File: config.mk
export PLATFORM = sky130hd
export DESIGN_NAME = calc1_port_sequencer
export DESIGN_NICKNAME = d
export VERILOG_FILES = /design/src/rtl/calc1_port_sequencer.sv
export SDC_FILE = /design/constraint.sdc
export NUM_CORES = 1
export LEC_CHECK = 0
export CORE_ASPECT_RATIO = 1.1
export CORE_MARGIN = 2
export CORE_UTILIZATION = 35
export CTS_CLUSTER_DIAMETER = 40
export DETAILED_ROUTE_END_ITERATION = 6
export PLACE_DENSITY = 0.64
export SLEW_MARGIN = 20
export SYNTH_ARGS = -nofsm -noshare
export SYNTH_HDL_FRONTEND = slang
export SYNTH_SLANG_ARGS = --single-unit
File: constraint.sdc
create_clock -name c_clk -period 7 [get_ports c_clk]
set_input_delay 1.4 -clock c_clk [delete_from_list [all_inputs] [get_ports c_clk]]
set_output_delay 1.4 -clock c_clk [all_outputs]
set_load 0.02 [all_outputs]
File: src/rtl/calc1_port_sequencer.sv
// Queues calc1 transactions and plays them one at a time onto a calc1 port:
// command + op1, then op2, then waits for a response or a timeout.
module calc1_port_sequencer #(
   parameter int unsigned DEPTH   = 4,
   parameter int unsigned TIMEOUT = 64
) (
   input  logic        c_clk,
   input  logic        reset,
   input  logic        push_valid,
   output logic        push_ready,
   input  logic [0:3]  push_cmd,
   input  logic [0:31] push_op1,
   input  logic [0:31] push_op2,
   output logic [0:3]  req_cmd_out,
   output logic [0:31] req_data_out,
   input  logic [0:1]  out_resp_in,
   input  logic [0:31] out_data_in,
   output logic        cpl_valid,
   output logic [0:3]  cpl_cmd,
   output logic [0:1]  cpl_resp,
   output logic [0:31] cpl_data,
   output logic        timeout_err,
   output logic        spurious_err,
   output logic        busy
);

   localparam int unsigned AW = (DEPTH > 1) ? $clog2(DEPTH) : 1;
   localparam int unsigned CW = $clog2(DEPTH + 1);
   localparam int unsigned TW = (TIMEOUT > 1) ? $clog2(TIMEOUT + 1) : 1;

   typedef enum logic [1:0] {IDLE, OP1, OP2, WAIT} state_t;

   typedef struct packed {
      logic [3:0]  cmd;
      logic [31:0] op1;
      logic [31:0] op2;
   } entry_t;

   entry_t          mem_q [DEPTH];
   state_t          state_q, state_d;
   logic [AW-1:0]   wr_ptr_q, wr_ptr_d, rd_ptr_q, rd_ptr_d;
   logic [CW-1:0]   count_q, count_d;
   logic [TW-1:0]   wcnt_q, wcnt_d;
   entry_t          fl_q, fl_d;
   logic [3:0]      req_cmd_q, req_cmd_d;
   logic [31:0]     req_data_q, req_data_d;
   logic            cpl_valid_q, cpl_valid_d;
   logic [3:0]      cpl_cmd_q, cpl_cmd_d;
   logic [1:0]      cpl_resp_q, cpl_resp_d;
   logic [31:0]     cpl_data_q, cpl_data_d;
   logic            tmo_q, tmo_d, spur_q, spur_d;
   logic            busy_q, busy_d, ready_q, ready_d;
   logic            push_en, pop_en;
   entry_t          head;

   assign head = mem_q[rd_ptr_q];

   // Next-state, queue bookkeeping and registered port values
   always_comb begin
      state_d     = state_q;
      wr_ptr_d    = wr_ptr_q;
      rd_ptr_d    = rd_ptr_q;
      wcnt_d      = wcnt_q;
      fl_d        = fl_q;
      req_cmd_d   = '0;
      req_data_d  = '0;
      cpl_valid_d = 1'b0;
      cpl_cmd_d   = cpl_cmd_q;
      cpl_resp_d  = cpl_resp_q;
      cpl_data_d  = cpl_data_q;
      tmo_d       = tmo_q;
      spur_d      = spur_q;
      push_en     = push_valid && ready_q;
      pop_en      = 1'b0;

      case (state_q)
         IDLE: begin
            if (count_q != '0) begin
               pop_en     = 1'b1;
               fl_d       = head;
               req_cmd_d  = head.cmd;
               req_data_d = head.op1;
               state_d    = OP1;
            end
         end
         OP1: begin
            req_data_d = fl_q.op2;
            state_d    = OP2;
         end
         OP2: begin
            wcnt_d  = '0;
            state_d = WAIT;
         end
         WAIT: begin
            // A response on the timeout cycle still wins over the timeout
            if (out_resp_in != 2'b00) begin
               cpl_valid_d = 1'b1;
               cpl_cmd_d   = fl_q.cmd;
               cpl_resp_d  = out_resp_in;
               cpl_data_d  = out_data_in;
               state_d     = IDLE;
            end else if (wcnt_q == TW'(TIMEOUT - 1)) begin
               cpl_valid_d = 1'b1;
               cpl_cmd_d   = fl_q.cmd;
               cpl_resp_d  = '0;
               cpl_data_d  = '0;
               tmo_d       = 1'b1;
               state_d     = IDLE;
            end else begin
               wcnt_d = wcnt_q + TW'(1);
            end
         end
         default: state_d = IDLE;
      endcase

      if (state_q != WAIT && out_resp_in != 2'b00) spur_d = 1'b1;

      if (push_en) wr_ptr_d = wr_ptr_q + AW'(1);
      if (pop_en)  rd_ptr_d = rd_ptr_q + AW'(1);
      count_d = count_q + CW'(push_en) - CW'(pop_en);
      ready_d = (count_d != CW'(DEPTH));
      busy_d  = (state_d != IDLE) || (count_d != '0);
   end

   always_ff @(posedge c_clk) begin
      if (push_en) mem_q[wr_ptr_q] <= {push_cmd, push_op1, push_op2};
   end

   always_ff @(posedge c_clk) begin
      if (!reset) begin
         state_q     <= IDLE;
         wr_ptr_q    <= '0;
         rd_ptr_q    <= '0;
         count_q     <= '0;
         wcnt_q      <= '0;
         fl_q        <= '0;
         req_cmd_q   <= '0;
         req_data_q  <= '0;
         cpl_valid_q <= 1'b0;
         cpl_cmd_q   <= '0;
         cpl_resp_q  <= '0;
         cpl_data_q  <= '0;
         tmo_q       <= 1'b0;
         spur_q      <= 1'b0;
         busy_q      <= 1'b0;
         ready_q     <= 1'b1;
      end else begin
         state_q     <= state_d;
         wr_ptr_q    <= wr_ptr_d;
         rd_ptr_q    <= rd_ptr_d;
         count_q     <= count_d;
         wcnt_q      <= wcnt_d;
         fl_q        <= fl_d;
         req_cmd_q   <= req_cmd_d;
         req_data_q  <= req_data_d;
         cpl_valid_q <= cpl_valid_d;
         cpl_cmd_q   <= cpl_cmd_d;
         cpl_resp_q  <= cpl_resp_d;
         cpl_data_q  <= cpl_data_d;
         tmo_q       <= tmo_d;
         spur_q      <= spur_d;
         busy_q      <= busy_d;
         ready_q     <= ready_d;
      end
   end

   assign push_ready   = ready_q;
   assign req_cmd_out  = req_cmd_q;
   assign req_data_out = req_data_q;
   assign cpl_valid    = cpl_valid_q;
   assign cpl_cmd      = cpl_cmd_q;
   assign cpl_resp     = cpl_resp_q;
   assign cpl_data     = cpl_data_q;
   assign timeout_err  = tmo_q;
   assign spurious_err = spur_q;
   assign busy         = busy_q;

endmodule
After elaboration in Yosys (flattened, before gate mapping)
Memory sizes are Yosys's and may differ from the RTL's. A register that Yosys moved wholly into a read port is not among the register bits.
Cells that the tools add are included.
- output and inout bits: 79
- input port bits: 105
- flip-flop bits (word level): 131
- memories: 1
- RAM bits: 272
- word-level logic and storage cells: 71
- eq/ne operators: 8
- bitwise gates (word level): 1
- multiplexer cells: 23
- reductions and logical operators: 16
- $add $sub $neg: 5
- memory list (name ; depth ; bits a word ; read ports ; clocked after memory_dff ; write ports ; line ; RTL):
    mem_q ; 4 ; 68 ; 1 ; 1 ; 1 ; 39 ; entry_t mem_q [DEPTH];
- operator list (cell ; count):
    32-bit 2-to-1 mux ; 3
    32-bit case mux with 2 select lines ; 1
    2-bit 2-to-1 mux ; 7
    7-bit 2-to-1 mux ; 2
    7-bit case mux with 2 select lines ; 1
    3-bit AND reduction ; 3
    4-bit 2-to-1 mux ; 2
    2-bit case mux with 4 select lines ; 1
    2-bit nonzero test ; 4
    7-bit by 1-bit adder with 7-bit output, second input constant ; 1
    7-bit by 6-bit equality test with 1-bit output, second input constant ; 1
    1-bit 2-to-1 mux ; 6
    2-bit inequality test, second input constant ; 3
    2-bit AND reduction ; 3
    3-bit nonzero test ; 2
    2-bit by 1-bit adder with 2-bit output, second input constant ; 2
    2-bit equality test, second input constant ; 2
    3-bit by 1-bit adder with 3-bit output ; 1
    3-bit inequality test, second input constant ; 1
    3-bit by 1-bit subtractor with 3-bit output ; 1
    2-bit by 1-bit equality test with 1-bit output, second input constant ; 1
    1-bit logical AND ; 2
    2-bit zero test ; 1
    1-bit logical OR ; 1
    1-bit NOT ; 1

Logic depth before layout (Yosys ltp)
- word-level depth: 6
- gate-level depth with buffers: 14
- mapped depth without buffers: 12

Worst setup path after synthesis
OpenSTA, ideal clock, no wires.
- path kind: in2reg
- from: input push_valid
- to: memory mem_q[0][0] in the netlist's numbering (enable)
- arrival: 3045 ps
- buffers on the path: 0
- setup time: 434 ps
- required time: 6566 ps
- cell stages on the path: 1
- setup slack: 3522 ps
- path through: and3_1
- word-level cells in the longest chain between the ends: 3
- RTL lines (item ; line ; RTL):
    start: declaration ; 9 ; input logic push_valid,
    1-bit logical AND ; 73 ; push_en = push_valid && ready_q;
    1-bit 2-to-1 mux ; 126 ; if (push_en) mem_q[wr_ptr_q] <= {push_cmd, push_op1, push_op2};
    1-bit 2-to-1 mux (implied by the code) ; 126 ;
    end: declaration ; 39 ;
No other way between the ends.

Worst setup path in the final report
- from: register state_q[1]
- to: register busy_q, in the netlist busy
- word-level cells in the longest chain between the ends: 5
- elaborated cells on any way between the ends: 13
- classes of those cells: add/sub (1); eq/ne (3); mux (5); reduce/logical (4)
- RTL lines (item ; line ; RTL):
    start: declaration ; 40 ; state_t state_q, state_d;
    start signal: assignment ; 148 ; state_q <= state_d;
    2-bit zero test or 2-bit 2-to-1 mux (tied branches) ; 76, 102 ;
    1-bit 2-to-1 mux or 2-bit 2-to-1 mux (tied branches) ; 76, 96 ;
    3-bit by 1-bit subtractor with 3-bit output or 2-bit case mux with 4 select lines (tied branches) ; 120, 76 ;
    3-bit nonzero test or 2-bit nonzero test (tied branches) ; 122 ; busy_d = (state_d != IDLE) || (count_d != '0);
    1-bit logical OR (*) ; 122 ;
    end signal: assignment ; 162 ; busy_q <= busy_d;
    end: declaration ; 52 ; logic busy_q, busy_d, ready_q, ready_d;
Mark *: on every way between the ends. The rest lies on a longest branch, timed or not.
A chain may end at the register's enable or synchronous reset.

==> impl_metrics.yaml <==
clocking:
  clk_latency_ns: 0.58
  ctsResizeCount: 0
  clock_path_buffers: 3
  cts_setup_buffers: 0
  cts_sinks: 405
  cts_max_level: 2
  postCtsHoldBufs: 0
  cts-buffers-inserted: 53
  clock-root-buffer: "clkbuf_16"
  clk_pin_slew_worst_paths_ns: 0.06
  cts_tree: "built"
grt:
  grt_pass1_wl_um: 49200
  antenna_found_initial: 4
  track_usage_pct: 15.1
  grt_pass1_vias: 8579
  grt_start_max_net_pins: 74
  gr-total-overflow: 0
flow_run:
  drv_cap: 0
sta:
  slew_viol_final: 0
  slew_headroom_pct: 29.4
  worst_pin_slew_ns: 1.06
  rsz0062_at_grt: "no"
  timing.final.crit_share_pct: 45.2
  setup_viol: 0
  timing.fmax_mhz: 316
  period_needed_ns: 3.16
  setup_tns_ns: 0
  fin_skew_ns: 0.0172
  hold_viol: 0
yosys:
  synth_enable_flop_cells: 272
  synth_cells: 873
  avgSynthCellArea_um2: 16.6
  synthSimpleGateAreaFrac_pct: 5.74
  synth_fp_nets: 986
  synth_compound_area_share_pct: 5.64
  syn_area_um2: 14500
  synth_top_family_by_area: "multiplexers"
  synthMuxAreaShare_pct: 10.9
  synth_warnings: 0
  synthXorXnorAreaFrac_pct: 0.302
  yosysSeqAreaShare_pct: 74.7
  async_reset_ff_share_pct: 0
  ys_ff_latch: 405
  yosysUniqueCellTypes: 39
  synthFlopType: "edfxtp_1"
  synth_fa_ha_area_share_pct: 0.742
critical_path:
  crit_type: "reg2reg"
  worst-path-max-fanout: 39
  end_kind: "flip-flop"
  path_cells: "nor2_1 > nand2b_2 > buf_4 > inv_2 > ha_1 > inv_1 > ha_1 > inv_1 > fa_1 > xor2_1 > xnor2_1 > a41oi_1"
  startpoint_type: "flip-flop"
  critPathMaxStageDelay_ns: 0.71
  cp.arrival_ns: 3.57
  critPathSlowestCell: "dfxtp_1"
  path_delay_family: "adder cells"
  reg2reg_depth: 12
  required_ns: 7.41
  cp_num_buf_inv: 4
  path_depth: 12
finish:
  fin_cells: 1674
  drive_gt1_share_pct: 16.2
  final_util_pct: 45.6
  fillers: 3611
  area_growth_pct: 29.2
  nNetsFinal: 1181
worst_hold_path:
  min_path_cells: 2
  hold_class: "reg2reg"
floorplanning:
  core_area_um2: 41100
  initial_utilization_pct: 35.3
  die_h_um: 218
  dieArea_um2: 43100
  die_w_um: 198
  row_count: 78
  io_pins: 184
routing:
  wl_um: 32100
  wire_per_inst_um: 19.2
  postRouteAntennaNets: 0
  dr.first_iter.drc_count: 426
  routed_via_density: 4.85
  drc: 3
  first_pass_iters: 7
  routed-via-count: 8122
run_status:
  status: "finished, violations left"
  violations: "design-rule violations"
place:
  io_buffer_count: 183
  place_congestion: 0.719
  placed_cells: 1572
  dp_hpwl_um: 17600
pwr:
  ir_drop_mv: 0.224
  p_per_area_nw_per_um2: 397
  p_leak_nw: 6.22
[final timing paths]
check / startpoint / to / slack [ns]
worst max register to register: state_q[1] / busy / 3.84
worst max-delay path: state_q[1] / busy / 3.84
worst min register to register: cpl_resp[0] / cpl_resp[0] / 0.45
worst min-delay path: cpl_resp[0] / cpl_resp[0] / 0.45
[flip-flops by register name, summed over array words and instances (netlist names), 2 cells and up, named ones only]
signal,flops
mem_q,272
fl_q,36
cpl_data,32
req_data_out,32
wcnt_q,7
cpl_cmd,4
req_cmd_out,4
count_q,3
cpl_resp,2
rd_ptr_q,2
state_q,2
wr_ptr_q,2
[metal layers]
metal  GRT usage [%]  part of all wire [%]  vias up
met5               0                 0.084        -
met4            6.09                   2.3        4
met3            4.04                   6.3       55
met2            25.5                    49      214
met1            18.4                    42     4110
li1                -                     -     3739
[per-stage QoR]
step / total power, W / worst slack [ns] / hold slack, ns / cell area, um^2
after floorplan: 0.00417 / 3.52 / 0.416 / 14500
after global placement: 0.00476 / 3.20 / 0.439 / 16900
after detailed placement: 0.00478 / 3.12 / 0.443 / 16900
after CTS: 0.00756 / 3.75 / 0.450 / 18700
after global routing: 0.00783 / 3.57 / 0.468 / 18700
final: 0.00745 / 3.84 / 0.449 / 18700
[cell usage in the layout (no fill, tap or decap), drive strengths merged, types with 3 or more instances in the layout]
cell / Yosys / layout
edfxtp: 272 / 272
clkdlybuf4s50: 0 / 183
dfxtp: 133 / 133
nor2: 87 / 87
nand2: 80 / 80
mux4: 68 / 68
a22oi: 65 / 65
clkbuf: 22 / 61
a21oi: 46 / 46
inv: 7 / 18
clkinv: 0 / 18
buf: 32 / 11
and3: 9 / 9
bufinv: 0 / 8
ha: 7 / 7
nand3: 6 / 6
o21ai: 6 / 6
mux2i: 5 / 5
xnor2: 3 / 3
[cell type report]
type                       instances  area (um^2)  share of cell area [%]
antenna                            2         5.00                  0.0267
clock buffer                      61         1360                    7.23
clock inverter                    38          467                    2.49
inverter                           7         27.5                   0.147
multi-input combinational        407         3420                    18.2
sequential                       405        10800                    57.8
tap                              560          701                    3.74
timing repair buffer             194         1930                    10.3
[logic make-up after synthesis]
family          after synthesis
compound gates              125
buf+inv                      61
fa+ha+maj                     8
mux                          73
flops                       405
xor+xnor                      5
simple gates                196
[worst reg2reg max path: stages (launching register included)]
cell and delay [ns]:
dfxtp_1 0.71, nor2_1 0.16, nand2b_2 0.10, buf_4 0.53, inv_2 0.09, ha_1 0.29, inv_1 0.06, ha_1 0.13
inv_1 0.05, fa_1 0.40, xor2_1 0.16, xnor2_1 0.19, a41oi_1 0.14
[synthesized netlist by cell type, types with 3 or more instances]
cell type | n | area [um^2]
a21oi_1 | 46 | 230
a22oi_1 | 65 | 488
and3_1 | 9 | 56.3
buf_1 | 4 | 15.0
buf_2 | 22 | 110
buf_6 | 4 | 45.0
clkbuf_1 | 22 | 82.6
dfxtp_1 | 133 | 2660
edfxtp_1 | 272 | 8170
ha_1 | 7 | 87.6
inv_1 | 7 | 26.3
mux2i_1 | 5 | 50.1
mux4_2 | 68 | 1530
nand2_1 | 80 | 300
nand3_1 | 6 | 30.0
nor2_1 | 87 | 327
o21ai_0 | 5 | 25.0
xnor2_1 | 3 | 26.3
[power by group]
part / switching, W / leakage (nW) / total (W) / internal, W
Clock: 0.00105 / 0.894 / 0.00276 / 0.00171
Sequential: 0.000192 / 3.58 / 0.00313 / 0.00294
Combinational: 0.000891 / 1.75 / 0.00156 / 0.000672
Power figures use the tool's default switching activity.
